<file path="src/rtl/matrix_op_sequencer_if.sv">
// Handshake and buffer bus between the main buffer/HPS side and the
// matrix operation sequencer. The master side issues start/instruction and
// returns operand data; the slave (sequencer) drives reads, writes and status.
interface matrix_op_sequencer_if #(
  parameter int EW = 8
);
  logic                 start;
  logic [5:0]           instruction;
  logic                 rd_en;
  logic [2:0]           rd_a_row;
  logic [2:0]           rd_a_col;
  logic [2:0]           rd_b_row;
  logic [2:0]           rd_b_col;
  logic signed [EW-1:0] a_elem;
  logic signed [EW-1:0] b_elem;
  logic                 wr_en;
  logic [2:0]           wr_row;
  logic [2:0]           wr_col;
  logic signed [EW-1:0] wr_data;
  logic                 busy;
  logic                 done;
  logic                 error;
  logic                 ovf;

  modport master (
    output start, instruction, a_elem, b_elem,
    input  rd_en, rd_a_row, rd_a_col, rd_b_row, rd_b_col,
    input  wr_en, wr_row, wr_col, wr_data, busy, done, error, ovf
  );

  modport slave (
    input  start, instruction, a_elem, b_elem,
    output rd_en, rd_a_row, rd_a_col, rd_b_row, rd_b_col,
    output wr_en, wr_row, wr_col, wr_data, busy, done, error, ovf
  );
endinterface

</file>
<file path="src/rtl/matrix_op_sequencer.sv">
// Sequencer for 5x5 signed matrix ADD/SUB/MUL/TRANSPOSE/NEGATE.
// Stage p0 issues element reads; stage p1 receives operand data one cycle
// later, accumulates (MUL) and writes the result element.
// Build option: define MATRIX_SEQ_SATURATE_EN to clip results to the signed
// element range and report clipping on ovf; otherwise results wrap.
module matrix_op_sequencer #(
  parameter int N  = 5,
  parameter int EW = 8
) (
  input logic                  clk,
  input logic                  rst,
  matrix_op_sequencer_if.slave bus
);

  typedef enum logic [1:0] {S_IDLE, S_RUN, S_DRAIN, S_DONE} state_t;

  localparam logic [2:0] OP_ADD = 3'd0;
  localparam logic [2:0] OP_SUB = 3'd1;
  localparam logic [2:0] OP_MUL = 3'd2;
  localparam logic [2:0] OP_TRN = 3'd3;
  localparam logic [2:0] OP_NEG = 3'd4;
  localparam int         ACC_W  = 2*EW + 4;
  localparam logic [2:0] LAST   = 3'(N-1);

`ifdef MATRIX_SEQ_SATURATE_EN
  localparam bit SAT_EN = 1'b1;
`else
  localparam bit SAT_EN = 1'b0;
`endif

  // Clip a wide signed value to EW bits; MSB of the result flags clipping.
  function automatic logic [EW:0] sat_fn(input logic signed [ACC_W-1:0] v);
    if ((&v[ACC_W-1:EW-1]) || !(|v[ACC_W-1:EW-1]))
      sat_fn = {1'b0, v[EW-1:0]};
    else if (v[ACC_W-1])
      sat_fn = {1'b1, 1'b1, {(EW-1){1'b0}}};
    else
      sat_fn = {1'b1, 1'b0, {(EW-1){1'b1}}};
  endfunction

  state_t     r_state;
  logic [2:0] r_op;
  logic [2:0] r_row, r_col, r_k;
  logic       r_rd_en, r_busy, r_done, r_error, r_ovf;

  logic                    r_vld_p1;
  logic                    r_first_p1, r_last_p1;
  logic [2:0]              r_wr_row_p1, r_wr_col_p1;
  logic signed [ACC_W-1:0] r_acc_p1;

  logic w_is_mul, w_last_rd, w_op_valid;
  logic w_unused_instr;

  assign w_is_mul       = (r_op == OP_MUL);
  assign w_last_rd      = (r_row == LAST) && (r_col == LAST) && (!w_is_mul || (r_k == LAST));
  assign w_op_valid     = (bus.instruction[2:0] <= OP_NEG);
  assign w_unused_instr = ^bus.instruction[5:3];

  // ---- p0: read address generation (indices forced to 0 when idle)
  // Map the element counters to A/B read indices for the latched opcode.
  always_comb begin
    bus.rd_a_row = 3'd0;
    bus.rd_a_col = 3'd0;
    bus.rd_b_row = 3'd0;
    bus.rd_b_col = 3'd0;
    if (r_rd_en) begin
      case (r_op)
        OP_MUL: begin
          bus.rd_a_row = r_row; bus.rd_a_col = r_k;
          bus.rd_b_row = r_k;   bus.rd_b_col = r_col;
        end
        OP_TRN: begin
          bus.rd_a_row = r_col; bus.rd_a_col = r_row;
          bus.rd_b_row = r_row; bus.rd_b_col = r_col;
        end
        default: begin
          bus.rd_a_row = r_row; bus.rd_a_col = r_col;
          bus.rd_b_row = r_row; bus.rd_b_col = r_col;
        end
      endcase
    end
  end

  // ---- p1: operand data present, compute result element
  logic signed [EW:0]      w_a9_p1, w_b9_p1, w_add_p1, w_sub_p1, w_neg_p1;
  logic signed [2*EW-1:0]  w_prod_p1;
  logic signed [ACC_W-1:0] w_prod_ext_p1, w_sum_p1, w_res_p1;
  logic [EW:0]             w_sat_p1;
  logic signed [EW-1:0]    w_wr_data_p1;
  logic                    w_wr_en_p1, w_clip_p1;

  assign w_a9_p1       = {bus.a_elem[EW-1], bus.a_elem};
  assign w_b9_p1       = {bus.b_elem[EW-1], bus.b_elem};
  assign w_add_p1      = w_a9_p1 + w_b9_p1;
  assign w_sub_p1      = w_a9_p1 - w_b9_p1;
  assign w_neg_p1      = -w_a9_p1;
  assign w_prod_p1     = bus.a_elem * bus.b_elem;
  assign w_prod_ext_p1 = {{(ACC_W-2*EW){w_prod_p1[2*EW-1]}}, w_prod_p1};
  assign w_sum_p1      = (r_first_p1 ? {ACC_W{1'b0}} : r_acc_p1) + w_prod_ext_p1;

  // Select the wide signed result for the latched opcode.
  always_comb begin
    w_res_p1 = {{(ACC_W-EW-1){w_a9_p1[EW]}}, w_a9_p1};
    case (r_op)
      OP_ADD:  w_res_p1 = {{(ACC_W-EW-1){w_add_p1[EW]}}, w_add_p1};
      OP_SUB:  w_res_p1 = {{(ACC_W-EW-1){w_sub_p1[EW]}}, w_sub_p1};
      OP_MUL:  w_res_p1 = w_sum_p1;
      OP_NEG:  w_res_p1 = {{(ACC_W-EW-1){w_neg_p1[EW]}}, w_neg_p1};
      default: w_res_p1 = {{(ACC_W-EW-1){w_a9_p1[EW]}}, w_a9_p1};
    endcase
  end

  assign w_sat_p1     = sat_fn(w_res_p1);
  assign w_wr_data_p1 = SAT_EN ? w_sat_p1[EW-1:0] : w_res_p1[EW-1:0];
  assign w_clip_p1    = SAT_EN & w_sat_p1[EW];
  assign w_wr_en_p1   = r_vld_p1 & r_last_p1;

  assign bus.wr_en   = w_wr_en_p1;
  assign bus.wr_row  = w_wr_en_p1 ? r_wr_row_p1 : 3'd0;
  assign bus.wr_col  = w_wr_en_p1 ? r_wr_col_p1 : 3'd0;
  assign bus.wr_data = w_wr_en_p1 ? w_wr_data_p1 : {EW{1'b0}};
  assign bus.rd_en   = r_rd_en;
  assign bus.busy    = r_busy;
  assign bus.done    = r_done;
  assign bus.error   = r_error;
  assign bus.ovf     = r_ovf;

  // Data-path stage registers: p1 tags and the MUL accumulator need no reset.
  always_ff @(posedge clk) begin
    r_wr_row_p1 <= r_row;
    r_wr_col_p1 <= r_col;
    r_first_p1  <= (r_k == 3'd0);
    r_last_p1   <= !w_is_mul || (r_k == LAST);
    if (r_vld_p1 && w_is_mul)
      r_acc_p1 <= w_sum_p1;
  end

  // Control FSM: accepts start in IDLE, walks the element counters in RUN,
  // lets the last write retire in DRAIN and pulses done in DONE.
  always_ff @(posedge clk) begin
    if (rst) begin
      r_state  <= S_IDLE;
      r_op     <= 3'd0;
      r_row    <= 3'd0;
      r_col    <= 3'd0;
      r_k      <= 3'd0;
      r_rd_en  <= 1'b0;
      r_busy   <= 1'b0;
      r_done   <= 1'b0;
      r_error  <= 1'b0;
      r_ovf    <= 1'b0;
      r_vld_p1 <= 1'b0;
    end else begin
      r_vld_p1 <= r_rd_en;
      if (w_wr_en_p1 && w_clip_p1)
        r_ovf <= 1'b1;
      case (r_state)
        S_IDLE: begin
          r_done <= 1'b0;
          if (bus.start) begin
            r_op   <= bus.instruction[2:0];
            r_busy <= 1'b1;
            r_ovf  <= 1'b0;
            if (w_op_valid) begin
              r_error <= 1'b0;
              r_rd_en <= 1'b1;
              r_state <= S_RUN;
            end else begin
              r_error <= 1'b1;
              r_done  <= 1'b1;
              r_state <= S_DONE;
            end
          end
        end
        S_RUN: begin
          if (w_last_rd) begin
            r_rd_en <= 1'b0;
            r_row   <= 3'd0;
            r_col   <= 3'd0;
            r_k     <= 3'd0;
            r_state <= S_DRAIN;
          end else if (w_is_mul && (r_k != LAST)) begin
            r_k <= r_k + 3'd1;
          end else begin
            r_k <= 3'd0;
            if (r_col == LAST) begin
              r_col <= 3'd0;
              r_row <= r_row + 3'd1;
            end else begin
              r_col <= r_col + 3'd1;
            end
          end
        end
        S_DRAIN: begin
          r_done  <= 1'b1;
          r_state <= S_DONE;
        end
        S_DONE: begin
          r_done  <= 1'b0;
          r_busy  <= 1'b0;
          r_state <= S_IDLE;
        end
        default: r_state <= S_IDLE;
      endcase
    end
  end

endmodule

</file>
<file path="src/flat_wrapper.sv">
// flat-port wrapper written by rule: the top's interface ports become plain ports
module matrix_op_sequencer_flat 
#(
  parameter int N  = 5,
  parameter int EW = 8
)
  (clk, rst, bus_start, bus_instruction, bus_a_elem, bus_b_elem, bus_rd_en, bus_rd_a_row, bus_rd_a_col, bus_rd_b_row, bus_rd_b_col, bus_wr_en, bus_wr_row, bus_wr_col, bus_wr_data, bus_busy, bus_done, bus_error, bus_ovf);
  matrix_op_sequencer_if #(.EW(EW)) bus_i ();
  input logic clk;
  input logic rst;
  input wire logic [$bits(bus_i.start)-1:0] bus_start;
  input wire logic [$bits(bus_i.instruction)-1:0] bus_instruction;
  input wire logic [$bits(bus_i.a_elem)-1:0] bus_a_elem;
  input wire logic [$bits(bus_i.b_elem)-1:0] bus_b_elem;
  output wire logic [$bits(bus_i.rd_en)-1:0] bus_rd_en;
  output wire logic [$bits(bus_i.rd_a_row)-1:0] bus_rd_a_row;
  output wire logic [$bits(bus_i.rd_a_col)-1:0] bus_rd_a_col;
  output wire logic [$bits(bus_i.rd_b_row)-1:0] bus_rd_b_row;
  output wire logic [$bits(bus_i.rd_b_col)-1:0] bus_rd_b_col;
  output wire logic [$bits(bus_i.wr_en)-1:0] bus_wr_en;
  output wire logic [$bits(bus_i.wr_row)-1:0] bus_wr_row;
  output wire logic [$bits(bus_i.wr_col)-1:0] bus_wr_col;
  output wire logic [$bits(bus_i.wr_data)-1:0] bus_wr_data;
  output wire logic [$bits(bus_i.busy)-1:0] bus_busy;
  output wire logic [$bits(bus_i.done)-1:0] bus_done;
  output wire logic [$bits(bus_i.error)-1:0] bus_error;
  output wire logic [$bits(bus_i.ovf)-1:0] bus_ovf;
  assign bus_i.start = bus_start;
  assign bus_i.instruction = bus_instruction;
  assign bus_i.a_elem = bus_a_elem;
  assign bus_i.b_elem = bus_b_elem;
  assign bus_rd_en = bus_i.rd_en;
  assign bus_rd_a_row = bus_i.rd_a_row;
  assign bus_rd_a_col = bus_i.rd_a_col;
  assign bus_rd_b_row = bus_i.rd_b_row;
  assign bus_rd_b_col = bus_i.rd_b_col;
  assign bus_wr_en = bus_i.wr_en;
  assign bus_wr_row = bus_i.wr_row;
  assign bus_wr_col = bus_i.wr_col;
  assign bus_wr_data = bus_i.wr_data;
  assign bus_busy = bus_i.busy;
  assign bus_done = bus_i.done;
  assign bus_error = bus_i.error;
  assign bus_ovf = bus_i.ovf;
  matrix_op_sequencer #(.N(N), .EW(EW)) u_core (.clk(clk), .rst(rst), .bus(bus_i));
endmodule
</file>
<file path="config.mk">
export PLATFORM = sky130hd
export DESIGN_NAME = matrix_op_sequencer_flat
export DESIGN_NICKNAME = d
export VERILOG_FILES = /design/src/rtl/matrix_op_sequencer_if.sv /design/src/rtl/matrix_op_sequencer.sv /design/src/flat_wrapper.sv
export SDC_FILE = /design/constraint.sdc
export NUM_CORES = 1
export LEC_CHECK = 0
export ABC_AREA = 1
export BUFFER_PORTS_ARGS = -buffer_cell sky130_fd_sc_hd__buf_2
export CAP_MARGIN = 20
export CORE_ASPECT_RATIO = 1.75
export CORE_UTILIZATION = 50
export DETAILED_ROUTE_END_ITERATION = 8
export PLACE_DENSITY = 0.71
export SETUP_SLACK_MARGIN = 0.3
export SYNTH_ARGS = -nofsm -noshare
export SYNTH_HDL_FRONTEND = slang
export SYNTH_SLANG_ARGS = --single-unit
</file>
<file path="constraint.sdc">
create_clock -name clk -period 8.78 [get_ports clk]
set_input_delay 0.439 -clock clk [delete_from_list [all_inputs] [get_ports clk]]
set_output_delay 0.439 -clock clk [all_outputs]
set_load 0.005 [all_outputs]
</file>
==> impl_metrics.py, run 1 <==
metrics = {
    "setup_path": {
        "r2r-end": "u_core.r_acc_p1[6]",
        "crit_family": "adder cells",
        "critPathKind": "input port to output pin",
        "max_stage_delay_ps": 550,
        "ff2ff_path_depth": 9,
        "crit_path_frequent_cell": "inv_1",
        "endpoint_kind": "output pin",
        "cp.depth": 22,
        "setup.worst_path.end": "bus_wr_data[7]",
        "crit_fanout": 9,
        "timing.reg2reg.setup_slack_ps": 6620,
        "startpoint": "bus_a_elem[0]",
        "crit_chain": "buf_2 > nand2_1 > fa_1 > fa_1 > inv_1 > ha_1 > inv_1 > fa_1 > inv_1 > fa_1 > xor2_1 > ha_1 > a21oi_1 > o21ai_0 > a31oi_1 > inv_1 > nand3_1 > nand3_1 > nand3_1 > nand2_1 > inv_1 > buf_2",
        "cp-start-kind": "input port",
        "r2r-start": "u_core.r_first_p1",
        "worstPathArrival_ps": 4660,
        "worstPathRequired_ps": 8340,
        "path_buf_inv": 7,
        "slowest_stage": "fa_1",
    },
    "cts": {
        "clockRootBuffer": "clkbuf_16",
        "cts.reportedPaths.clkPinSlew_ps": 50,
        "tritoncts": "built",
        "ctsHtreeMaxLevel": 2,
        "clk_path_buf_depth": 2,
        "cts_resized": 0,
        "cts_setup_buffers": 0,
        "clock_latency_ps": 290,
        "cts.hold.buffers_added": 0,
        "cts_sinks": 35,
        "numCtsBuffers": 5,
    },
    "sta": {
        "timing.slew.headroom_pct": 43.5,
        "fin_crit_ps": 5100,
        "fmax_mhz": 196,
        "finalSetupViolCount": 0,
        "setup_ws_ps": 3680,
        "finalClockSkew_ps": 8.47,
        "layout_worst_path_cycle_share_pct": 58.1,
        "rsz0062_at_grt": "false",
        "hold_viol": 0,
        "setup_tns_ps": 0,
        "worst_pin_slew_ps": 840,
        "drv_slew": 0,
    },
    "pwr": {
        "ir_drop_mv": 0.222,
        "p_leak_nw": 2.54,
        "power_per_cell_area_nw_per_um2": 215,
    },
    "placed_design": {
        "dpl_cell_area_um2": 4180,
        "routabilityCongestion": 0.846,
        "hpwl_um": 7560,
        "portBuffers": 52,
        "place_worst_setup_slack_ps": 3630,
    },
    "routing": {
        "num_vias": 3680,
        "drc": 0,
        "wire_per_inst_um": 12.9,
        "via_per_inst": 5.14,
        "postRouteAntennaNets": 0,
        "drt_iter0_markers": 155,
        "postRouteWirelength_um": 9250,
        "dr.pass1.iters": 4,
    },
    "global_route": {
        "grt_pass1_wl_um": 16000,
        "top_usage_layer": "met2",
        "gr-total-overflow": 0,
        "grtUsageMet2_pct": 45.4,
        "grt_pass1_vias": 3618,
        "grt_max_degree": 14,
        "antenna_found_initial": 0,
        "grt_use_total_pct": 24.0,
        "met1_usage_pct": 24.9,
        "met3_usage_pct": 3.13,
    },
    "run_status": {
        "outcome": "finished clean",
    },
    "cells_and_area": {
        "layout_common_cells": "inv_1, nand2_1, buf_2",
        "drive_above_1_share_pct": 13.2,
        "diodes": 0,
        "final_common_cell": "inv_1",
        "area_growth_pct": 10.7,
        "fin_nets": 713,
        "design_area_um2": 4350,
        "n_fill_cell": 765,
    },
    "floorplanning": {
        "dieWidth_um": 69.0,
        "rows": 42,
        "io-pin-count": 57,
        "start_util_pct": 52.0,
        "die_area_um2": 8240,
        "core-area_um2": 7570,
        "chipHeight_um": 119,
    },
    "yosys": {
        "async_reset_ff_share_pct": 0,
        "ys_ff_latch": 35,
        "synth.area.top_cells": "ha_1, dfxtp_1, inv_1",
        "yosysTopAreaCell": "ha_1",
        "yosysWarningCount": 0,
        "synth_ff_type": "dfxtp_1",
        "synth_edf_count": 8,
        "avgSynthCellArea_um2": 6.74,
        "synth_top_area_share_pct": 15.0,
        "synthCells": 583,
        "syn_nets": 669,
        "ys_types": 43,
        "yosysSeqAreaShare_pct": 19.9,
        "netlist_area_um2": 3930,
    },
    "worst_hold_path": {
        "min_path_type": "input port to register",
    },
    "flow_run": {
        "max-cap-violations": 0,
    },
}
## layout make-up
type	instances	area (µm²)	area share, %
inverters	144	541	12.4
flip-flops and latches	35	781	17.9
clock buffers	6	150	3.45
repair buffers	52	260	5.98
well taps	88	110	2.53
clock inverters	2	17.5	0.403
multi-input cells	389	2490	57.3
## cells by family (layout without fill, tap and decap cells)
kind of cell	after synthesis	after routing	synth area share, %
simple gates	215	215	23.4
buf+inv	159	204	16.8
compound gates	94	94	13.7
fa+ha+maj	61	61	22.1
flops	35	35	19.9
xor+xnor	18	18	4.01
other cells	1	1	0.0954
## registers in the layout, summed over array words and instances, names as in the netlist
| name | count |
|---|---|
| u_core.r_op | 3 |
| u_core.bus.rd_en | 1 |
| u_core.r_col | 3 |
| u_core.r_k | 3 |
| u_core.r_state | 2 |
| u_core.r_row | 3 |
| u_core.bus.busy | 1 |
| u_core.r_last_p1 | 1 |
| u_core.r_wr_row_p1 | 3 |
| u_core.bus.done | 1 |
| u_core.r_acc_p1 | 8 |
| u_core.r_wr_col_p1 | 3 |
| u_core.r_first_p1 | 1 |
| u_core.r_vld_p1 | 1 |
| u_core.bus.error | 1 |
## power by group
group,total [W],internal [W],switching [W],leakage [nW]
Sequential,0.000232,0.000204,0.0000287,0.293
Combinational,0.000507,0.000186,0.000322,2.16
Clock,0.000196,0.000124,0.0000724,0.0826
## through the flow
stage	utilization [%]	cells	hold WS, ps	power (W)
6_report	57.5	716	428	0.000936
5_1_grt	57.5	716	442	0.00103
4_1_cts	57.5	716	425	0.000944
3_5_place_dp	55.3	708	415	0.000742
3_3_place_gp	55.3	708	417	0.000725
2_1_floorplan	-	583	376	0.000618
## cell usage after synthesis (all sizes together) (2+ instances only)
cell type	instances
ha	47
xor2	12
nand3	30
nand4	3
nor3	6
o211ai	4
a31oi	6
o21bai	2
xnor2	6
clkbuf	2
fa	14
nand2	127
a21oi	35
inv	144
buf	13
a211oi	5
edfxtp	8
o21ai	36
nor2	44
or2	3
dfxtp	27
## worst min-delay path by stage
stage | start | endpoint | cells past startpoint | slack [ps]
floorplan | u_core.r_col[1] | u_core.r_wr_col_p1[1] | 0 | 380
global placement | u_core.r_row[2] | u_core.r_wr_row_p1[2] | 0 | 420
detailed placement | u_core.r_col[1] | u_core.r_wr_col_p1[1] | 0 | 420
CTS | rst | u_core.r_vld_p1 | 2 | 430
global route | rst | u_core.r_col[0] | 2 | 440
finish | bus_instruction[2] | u_core.r_op[2] | 3 | 430
## routing by layer
layer	routed length, µm	up-vias	share of wire (%)
met5	0	-	0
met4	416	0	4.5
met3	376	29	4.1
met2	4960	97	54
met1	3490	1656	38
li1	-	1898	-
## worst min-delay path, stage by stage
cell and delay, ps:
buf_2 80, o21ai_0 70, nor2_1 80
Note: power is estimated with default switching activity, not from simulation.
==> run 2, diff against run 1 <==
==> constraint.sdc (replaced) <==
create_clock -name clk -period 4.7 [get_ports clk]
set_input_delay 0.235 -clock clk [delete_from_list [all_inputs] [get_ports clk]]
set_output_delay 0.235 -clock clk [all_outputs]
set_load 0.005 [all_outputs]
==> run 2 against run 1 <==
Sequential power rose by 87%. Sequential share of layout area fell by 1.4 points. Power rose by 100%. Register-to-register slack got worse by 4100 ps. Sequential cell count did not move. Utilization rose by 4.8 points. Combinational power rose by 110%. Worst hold slack got worse by 220 ps. Critical path type unchanged. Largest power group unchanged. Highest routed layer unchanged.
==> impl_metrics.py, run 2 (same netlist as run 1, synthesis figures left out) <==
metrics = {
    "cts": {
        "cts.reportedPaths.clkPinSlew_ps": 60,
        "numCtsBuffers": 5,
        "clockRootBuffer": "clkbuf_16",
        "tritoncts": "built",
        "clock_latency_ps": 290,
        "clk_path_buf_depth": 2,
        "cts_sinks": 35,
        "ctsHtreeMaxLevel": 2,
    },
    "cells_and_area": {
        "diodes": 0,
        "layout_common_cells": "inv_1, nand2_1, nor2_1, buf_2, ha_1",
        "area_growth_pct": 20.0,
        "n_fill_cell": 700,
        "largest_reg_flops": 8,
        "design_area_um2": 4720,
        "utilization_pct": 62.3,
        "final_common_cell": "inv_1",
        "top_register": "u_core.r_acc_p1",
        "drive_above_1_share_pct": 19.7,
        "fin_nets": 724,
        "final_cell_count_no_fill": 727,
    },
    "pwr": {
        "clkPwrFrac_pct": 19.8,
        "internal-power_w": 0.00103,
        "power_per_cell_area_nw_per_um2": 397,
        "p_leak_nw": 2.64,
        "seq_power_share_pct": 23.2,
        "combPwrFrac_pct": 57.0,
        "p_switching_w": 0.000841,
        "ir_drop_mv": 0.354,
        "swShare_pct": 45.0,
    },
    "global_route": {
        "grt_max_degree": 14,
        "grt_pass1_vias": 3597,
        "grt_use_total_pct": 23.6,
        "gr-total-overflow": 0,
        "grt_pass1_wl_um": 15600,
        "antenna_found_initial": 0,
    },
    "routing": {
        "postRouteWirelength_um": 9740,
        "drc": 0,
        "via_per_inst": 5.14,
        "wire_per_inst_um": 13.4,
        "num_vias": 3735,
        "drt_iter0_markers": 174,
        "dr.pass1.iters": 5,
        "postRouteAntennaNets": 0,
    },
    "setup_path": {
        "r2r-end": "u_core.r_acc_p1[6]",
        "r2r-start": "u_core.r_first_p1",
        "timing.reg2reg.setup_slack_ps": 2530,
        "cp-start-kind": "input port",
        "crit_chain": "buf_6 > nand2_1 > fa_2 > inv_1 > fa_1 > fa_1 > fa_1 > ha_4 > xor2_4 > ha_4 > a21oi_2 > o21ai_1 > a31oi_1 > inv_1 > nand3_2 > nand3_2 > nand3_2 > nand2_2 > inv_1 > buf_2",
        "critPathKind": "input port to output pin",
        "worstPathRequired_ps": 4470,
        "worstPathArrival_ps": 4000,
        "max_stage_delay_ps": 550,
        "endpoint_kind": "output pin",
        "ff2ff_path_depth": 9,
        "crit_fanout": 7,
        "slowest_stage": "fa_1",
    },
    "sta": {
        "layout_worst_path_cycle_share_pct": 90.0,
        "setup_tns_ps": 0,
        "finalClockSkew_ps": 4.21,
        "worst_pin_slew_ps": 804,
        "timing.slew.headroom_pct": 46.0,
        "hold_viol": 0,
        "finalSetupViolCount": 0,
        "setup_ws_ps": 469,
        "fin_crit_ps": 4230,
        "rsz0062_at_grt": "true",
        "fmax_mhz": 236,
        "drv_slew": 0,
    },
    "placed_design": {
        "place_inst": 712,
        "dpl_cell_area_um2": 4210,
        "hpwl_um": 7650,
        "portBuffers": 52,
        "routabilityCongestion": 0.853,
        "place_worst_setup_slack_ps": 52.7,
    },
    "floorplanning": {
        "die_area_um2": 8240,
        "start_util_pct": 52.0,
        "rows": 42,
        "dieWidth_um": 69.0,
        "chipHeight_um": 119,
        "io-pin-count": 57,
        "core-area_um2": 7570,
    },
    "flow_run": {
        "max-cap-violations": 0,
    },
    "worst_hold_path": {
        "hold-path-cell-count": 3,
        "min_to": "u_core.r_op[2]",
        "min_path_type": "input port to register",
        "min_from": "bus_instruction[2]",
    },
    "run_status": {
        "outcome": "finished clean",
    },
}
run 2: changes by cell type in the layout (fill, tap and decap cells not counted), sizes merged:
| cell | before | now |
|---|---|---|
| buf | 52 | 63 |
run 2: through the flow:
step	total power, W	hold slack (ps)
6_report	0.00187	207
5_1_grt	0.00203	239
2_1_floorplan	0.00116	307
3_5_place_dp	0.00139	413
4_1_cts	0.00179	211
3_3_place_gp	0.00136	418
run 2: how the worst max path moves through the flow:
stage | from | end | slack [ps] | cells after the start
2_1_floorplan | bus_b_elem[4] | bus_wr_data[7] | 530 | 21
4_1_cts | bus_b_elem[0] | bus_wr_data[7] | 300 | 23
6_report | bus_b_elem[4] | bus_wr_data[7] | 470 | 20
3_5_place_dp | bus_b_elem[4] | bus_wr_data[7] | 50 | 22
3_3_place_gp | bus_b_elem[4] | bus_wr_data[7] | 130 | 22
5_1_grt | bus_a_elem[1] | bus_wr_data[7] | 310 | 24
run 2: power by group through the flow:
stage	Clock [W]	Combinational [W]	Sequential (W)
final	0.000371	0.00107	0.000434
after global routing	0.000389	0.00120	0.000443
after CTS	0.000372	0.000984	0.000435
after detailed placement	0	0.000951	0.000440
after global placement	0	0.000921	0.000439
after floorplan	0	0.000737	0.000418
run 2: critical path: cells and delay by family:
family / cells / cell delay (ps)
compound gates: 3 / 390
xor+xnor: 1 / 160
fa+ha+maj: 6 / 2410
buf+inv: 5 / 420
simple gates: 5 / 380
run 2: cell type report:
type                    instances  area (µm²)  area share, %
clock buffers                   6         150           3.18
clock inverters                 2        17.5          0.371
inverters                     144         541           11.5
multi-input cells             389        2660           56.3
flip-flops and latches         35         781           16.6
repair buffers                 63         460           9.76
well taps                      88         110           2.33
run 2: layer usage:
metal  share of wire [%]  track usage [%]
met1                  36             23.1
met2                  56             47.0
met3                 4.5             3.38
met4                 3.0             10.8
met5                   0                0
run 2: repair_timing:
item	in CTS	in global routing
setup endpoints to repair	2	3
pin swaps	10	23
resized for setup	28	45
endpoints found under the hold margin	0	0
hold buffers	0	0
setup buffers	0	7
